==> config.mk <==
export PLATFORM = sky130hd
export DESIGN_NAME = dimmer_channel_ctrl
export DESIGN_NICKNAME = d
export VERILOG_FILES = /design/src/rtl/dimmer_channel_ctrl.sv
export SDC_FILE = /design/constraint.sdc
export NUM_CORES = 1
export LEC_CHECK = 0
export BUFFER_PORTS_ARGS = -buffer_cell sky130_fd_sc_hd__buf_2
export CAP_MARGIN = 30
export CORE_MARGIN = 2
export CORE_UTILIZATION = 63
export CTS_CLUSTER_SIZE = 10
export DETAILED_ROUTE_END_ITERATION = 7
export HOLD_SLACK_MARGIN = 0.1
export PLACE_DENSITY = 0.78
export SETUP_SLACK_MARGIN = 0.4
export SLEW_MARGIN = 0
export SYNTH_ARGS = -nofsm -noshare
export SYNTH_HDL_FRONTEND = slang
export SYNTH_SLANG_ARGS = --single-unit
==> constraint.sdc <==
create_clock -name clk -period 6.5 [get_ports clk]
set_input_delay 0.325 -clock clk [delete_from_list [all_inputs] [get_ports clk]]
set_output_delay 0.325 -clock clk [all_outputs]
set_load 0.01 [all_outputs]
==> src/rtl/dimmer_channel_ctrl.sv <==
// dimmer_channel_ctrl: shares one rotary-encoder dimmer among N_CH PWM LED channels.
// Short button press selects the next channel, long press restores its default duty.
// Optional build macro SOFT_FADE_EN: shadow duties ramp toward their targets instead
// of jumping at each period boundary.
module dimmer_channel_ctrl #(
    parameter int unsigned N_CH         = 4,
    parameter int unsigned CW           = 19,
    parameter int unsigned PERIOD       = 500_000,
    parameter int unsigned STEP         = 25_000,
    parameter int unsigned DEFAULT_DUTY = 250_000,
    parameter int unsigned LONG_PRESS   = 50_000_000
) (
    input  logic                    clk,
    input  logic                    rst_n,
    input  logic                    step_up,
    input  logic                    step_dn,
    input  logic                    btn_n,
    output logic [$clog2(N_CH)-1:0] sel,
    output logic [CW-1:0]           duty_sel,
    output logic [N_CH-1:0]         pwm
);

    localparam int unsigned SW  = $clog2(N_CH);
    localparam int unsigned CW1 = CW + 1;
    localparam int unsigned HW  = (LONG_PRESS > 1) ? $clog2(LONG_PRESS) : 1;
`ifdef SOFT_FADE_EN
    // A zero fade step would freeze the shadow forever, so never go below 1.
    localparam int unsigned FADE = ((STEP / 8) == 0) ? 1 : (STEP / 8);
    localparam logic [CW-1:0] FADE_C = CW'(FADE);
`endif

    localparam logic [CW-1:0]  CNT_LAST  = CW'(PERIOD - 1);
    localparam logic [CW-1:0]  DEF_C     = CW'(DEFAULT_DUTY);
    localparam logic [CW:0]    PERIOD_W  = CW1'(PERIOD);
    localparam logic [CW:0]    STEP_W    = CW1'(STEP);
    localparam logic [HW-1:0]  HOLD_LAST = HW'(LONG_PRESS - 1);
    localparam logic [SW-1:0]  SEL_LAST  = SW'(N_CH - 1);

    typedef enum logic [1:0] {
        IDLE     = 2'd0,
        PRESSED  = 2'd1,
        WAIT_REL = 2'd2
    } btn_state_t;

    btn_state_t      state, state_nxt;
    logic [HW-1:0]   hold;
    logic [CW-1:0]   cnt;
    logic [CW-1:0]   target [N_CH];
    logic [CW-1:0]   shadow [N_CH];
    logic [CW-1:0]   shadow_nxt_c [N_CH];
    logic            hold_clr_c, hold_inc_c, short_c, long_c;
    logic [CW:0]     inc_c, dec_c;
    logic [CW-1:0]   step_val_c;

    assign duty_sel = target[sel];

    // Button FSM state register
    always_ff @(posedge clk) begin
        if (!rst_n) state <= IDLE;
        else        state <= state_nxt;
    end

    // Button FSM next state and press strobes
    always_comb begin
        state_nxt  = state;
        hold_clr_c = 1'b0;
        hold_inc_c = 1'b0;
        short_c    = 1'b0;
        long_c     = 1'b0;
        case (state)
            IDLE: begin
                if (!btn_n) begin
                    state_nxt  = PRESSED;
                    hold_clr_c = 1'b1;
                end
            end
            PRESSED: begin
                if (!btn_n && (hold == HOLD_LAST)) begin
                    long_c    = 1'b1;
                    state_nxt = WAIT_REL;
                end else if (btn_n) begin
                    short_c   = 1'b1;
                    state_nxt = IDLE;
                end else begin
                    hold_inc_c = 1'b1;
                end
            end
            WAIT_REL: begin
                if (btn_n) state_nxt = IDLE;
            end
            default: state_nxt = IDLE;
        endcase
    end

    // Press-duration counter
    always_ff @(posedge clk) begin
        if (!rst_n || hold_clr_c) hold <= '0;
        else if (hold_inc_c)      hold <= hold + HW'(1);
    end

    // Channel selection, advanced by a short press
    always_ff @(posedge clk) begin
        if (!rst_n)       sel <= '0;
        else if (short_c) sel <= (sel == SEL_LAST) ? '0 : sel + SW'(1);
    end

    // Saturating step arithmetic one bit wider than the duty
    always_comb begin
        inc_c      = {1'b0, target[sel]} + STEP_W;
        dec_c      = {1'b0, target[sel]} - STEP_W;
        step_val_c = target[sel];
        if (step_up && !step_dn)
            step_val_c = (inc_c > PERIOD_W) ? CW'(PERIOD) : inc_c[CW-1:0];
        else if (step_dn && !step_up)
            step_val_c = dec_c[CW] ? '0 : dec_c[CW-1:0];
    end

    // Target duties: long press restores default, steps only while idle
    always_ff @(posedge clk) begin
        if (!rst_n) begin
            for (int i = 0; i < N_CH; i++) target[i] <= DEF_C;
        end else if (long_c) begin
            target[sel] <= DEF_C;
        end else if (state == IDLE) begin
            target[sel] <= step_val_c;
        end
    end

    // Shared period counter
    always_ff @(posedge clk) begin
        if (!rst_n || (cnt == CNT_LAST)) cnt <= '0;
        else                             cnt <= cnt + CW'(1);
    end

`ifdef SOFT_FADE_EN
    // Shadow approaches target by a bounded step without overshoot
    always_comb begin
        for (int i = 0; i < N_CH; i++) begin
            shadow_nxt_c[i] = target[i];
            if (target[i] > shadow[i]) begin
                if ((target[i] - shadow[i]) > FADE_C) shadow_nxt_c[i] = shadow[i] + FADE_C;
            end else if (shadow[i] > target[i]) begin
                if ((shadow[i] - target[i]) > FADE_C) shadow_nxt_c[i] = shadow[i] - FADE_C;
            end
        end
    end
`else
    // Shadow takes the target directly
    always_comb begin
        for (int i = 0; i < N_CH; i++) shadow_nxt_c[i] = target[i];
    end
`endif

    // Shadow duties update only at the period boundary to avoid runt pulses
    always_ff @(posedge clk) begin
        if (!rst_n) begin
            for (int i = 0; i < N_CH; i++) shadow[i] <= DEF_C;
        end else if (cnt == CNT_LAST) begin
            for (int i = 0; i < N_CH; i++) shadow[i] <= shadow_nxt_c[i];
        end
    end

    // Registered PWM compare
    always_ff @(posedge clk) begin
        if (!rst_n) begin
            pwm <= '0;
        end else begin
            for (int i = 0; i < N_CH; i++) pwm[i] <= (cnt < shadow[i]);
        end
    end

endmodule
==> results.py <==
metrics = {
    "logic_synthesis": {
        "yosys.area_share.simple_pct": 18.6,
        "synthFlopType": "edfxtp_1",
        "synthXorXnorAreaFrac_pct": 3.71,
        "syn_avg_cell_area_um2": 10.6,
        "netlist_instances": 1065,
        "synthesis.nets": 1147,
        "synth.mux.area_fraction_pct": 4.31,
        "synth-adder-area-share_pct": 8.51,
        "synth_area_um2": 11300,
        "ys_seq_area_share_pct": 50.0,
        "postSynth.asyncResetShare_pct": 0,
        "ys_ff_latch": 207,
        "yosysWarnings": 0,
        "synth_edf_count": 152,
        "synth_compound_area_share_pct": 9.31,
        "synth.distinct_cells": 67,
        "synth_top_family_by_area": "simple AND/OR/NAND/NOR gates",
    },
    "sta": {
        "clock.fmax_ghz": 0.208,
        "period_needed_ns": 4.81,
        "min_period_over_period_pct": 74.0,
        "skew_ns": 0.0199,
        "maxSlewViolCount": 0,
        "slew_headroom_pct": 31.0,
        "hold_violations": 0,
        "rsz0062_at_grt": "false",
        "final.setup.tns_ns": 0,
        "worst_pin_slew_ns": 1.03,
        "setup_violations": 0,
    },
    "clock_network": {
        "clkSlewWorstSetupHoldPaths_ns": 0.06,
        "worstSkewPairLatency_ns": 0.52,
        "post_cts_buffers": 0,
        "post_cts_resize_count": 0,
        "htreeDepth": 1,
        "tritoncts": "done",
        "cts_hold_buf": 1,
        "numCtsBuffers": 25,
        "cts-root-buf": "clkbuf_16",
        "clock_path_buffers": 3,
        "numClockSinks": 207,
    },
    "worst_hold_path": {
        "min_path_type": "in2reg",
        "hold_depth": 4,
    },
    "floorplan": {
        "row_count": 49,
        "die-area_um2": 19100,
        "coreArea_um2": 17800,
        "die_height_um": 138,
        "io_pins": 30,
        "start_util_pct": 63.7,
        "die_x_um": 138,
    },
    "global_routing": {
        "grtUsageTotal_pct": 26.0,
        "grt_max_degree": 66,
        "grt_pass1_vias": 7703,
        "antenna_found_initial": 0,
        "grt_pass1_wl_um": 40200,
        "overflow": 0,
    },
    "worst_setup_path": {
        "critPathBufInv": 1,
        "endpoint_kind": "register",
        "critPathLaunchType": "register",
        "crit_top_cell": "o21a_1",
        "slowest_delay_ns": 0.80,
        "worstPathRequired_ns": 6.73,
        "cp_num_cells": 11,
        "rr_worst_depth": 11,
        "slowest_stage": "a21o_1",
        "cp_max_fo": 28,
        "crit_type": "reg2reg",
        "path_delay_family": "compound AO/OA/AOI/OAI gates",
        "path_cells": "buf_4, mux4_2, ha_1, o21a_1, o21a_1, or4_4, nand3_2, a31oi_4, nor2_2, a21o_1, nor3_1",
        "cp_data_arrival_time_ns": 5.04,
    },
    "layout": {
        "nNetsFinal": 1162,
        "drive_gt1_share_pct": 9.38,
        "antennaDiodeCount": 0,
        "area_delta_synth_final_pct": 8.80,
        "final_cell_area_um2": 12300,
    },
    "run": {
        "cap_violations": 0,
    },
    "run_status": {
        "status": "finished, final reports clean",
    },
    "place": {
        "io_buffers": 29,
        "dp_hpwl_um": 17000,
        "gp_congestion": 0.930,
        "postPlaceCellArea_um2": 11600,
    },
    "pwr": {
        "worst_ir_drop_vdd_uv": 200,
        "p_leak_nw": 5.15,
        "p_per_area_nw_per_um2": 242,
    },
    "detailed_routing": {
        "final_antenna_net_count": 0,
        "dr.pass1.iters": 5,
        "drtIter0Drc": 681,
        "route.detailed.drc": 0,
        "wirelength_um": 24700,
        "num_vias": 8044,
        "post_drt_wl_per_cell_um": 18.6,
        "vias_per_cell": 6.06,
    },
}
[state kept, by name, summed over array words and instances, names as in the netlist, named ones only]
signal / cells
hold: 26
pwm: 4
cnt: 19
state: 2
shadow: 76
target: 76
sel: 2
[stage by stage]
| stage | util [%] | setup WS, ns | cells | total power, mW | hold slack, ns |
|---|---|---|---|---|---|
| 2_1_floorplan | - | 1.37 | 1065 | 1.69 | 0.401 |
| 3_3_place_gp | 65.2 | 1.82 | 1281 | 1.75 | 0.466 |
| 3_5_place_dp | 65.2 | 1.75 | 1281 | 1.76 | 0.476 |
| 4_1_cts | 69.3 | 1.72 | 1327 | 2.99 | 0.395 |
| 5_1_grt | 69.3 | 1.34 | 1327 | 3.07 | 0.434 |
| 6_report | 69.3 | 1.69 | 1327 | 2.98 | 0.422 |
[where the power goes]
group          internal [mW]  switching, mW  leakage [nW]
Clock                  0.728          0.513         0.344
Sequential              1.46         0.0237          1.85
Combinational         0.0854          0.172          2.95
Total                   2.27          0.708          5.15
[cell families after synthesis]
| group | after synthesis |
|---|---|
| buffers and inverters | 152 |
| multiplexers | 28 |
| flip-flops | 207 |
| AND/OR/NAND/NOR | 400 |
| AO/OA/AOI/OAI | 153 |
| XOR/XNOR | 48 |
| adder cells (fa/ha/maj) | 77 |
[area by class of cell]
cell class | instances | area (um2)
clock buffer | 42 | 699
clock inverter | 3 | 21.3
multi-input combinational | 706 | 5060
timing repair buffer | 37 | 208
tap | 229 | 287
fill | 1330 | 5460
inverter | 103 | 387
sequential | 207 | 5670
[worst min-delay path: stages]
cell	delay (ns)
buf_2	0.19
nor2_1	0.13
a21oi_1	0.08
nand4_1	0.09
[Yosys cell counts, types with 10 or more instances]
master / number / area [um2]
nor3_1: 32 / 160
nand2b_1: 47 / 294
dfxtp_1: 55 / 1100
xor2_1: 32 / 280
ha_1: 77 / 963
edfxtp_1: 152 / 4560
mux4_2: 15 / 338
nand3_1: 32 / 160
nand2_1: 67 / 251
nor2_1: 87 / 327
xnor2_1: 16 / 140
a21oi_1: 28 / 140
nand4_1: 19 / 119
inv_1: 102 / 383
o21ai_0: 29 / 145
or3_1: 10 / 62.6
a21o_1: 27 / 203
and3_1: 58 / 363
clkbuf_1: 35 / 131
a2111oi_0: 10 / 87.6
[layout by cell type (no fill, tap or decap), types with 32 or more instances in the layout]
cell      synthesis  layout
ha_1             77      77
nand2b_1         47      46
edfxtp_1        152     152
inv_1           102     102
dfxtp_1          55      55
nand3_1          32      32
nor3_1           32      32
xor2_1           32      32
and3_1           58      58
nand2_1          67      67
nor2_1           87      87
[worst paths after layout]
check | from | endpoint | slack, ns
max | register | target[2][6] | 1.69
min | step_up | target[1][15] | 0.42
max reg2reg | register | target[2][6] | 1.69
min reg2reg | hold[1] | hold[1] | 0.48
[routing by layer]
| layer | vias to the layer above | GRT usage, % | part of all wire (%) |
|---|---|---|---|
| met5 | - | 0 | 0 |
| met4 | 0 | 8.43 | 2.1 |
| met3 | 42 | 4.26 | 7.3 |
| li1 | 3877 | - | - |
| met2 | 330 | 40.0 | 45 |
| met1 | 3795 | 38.3 | 45 |
Power figures use the tool's default switching activity.
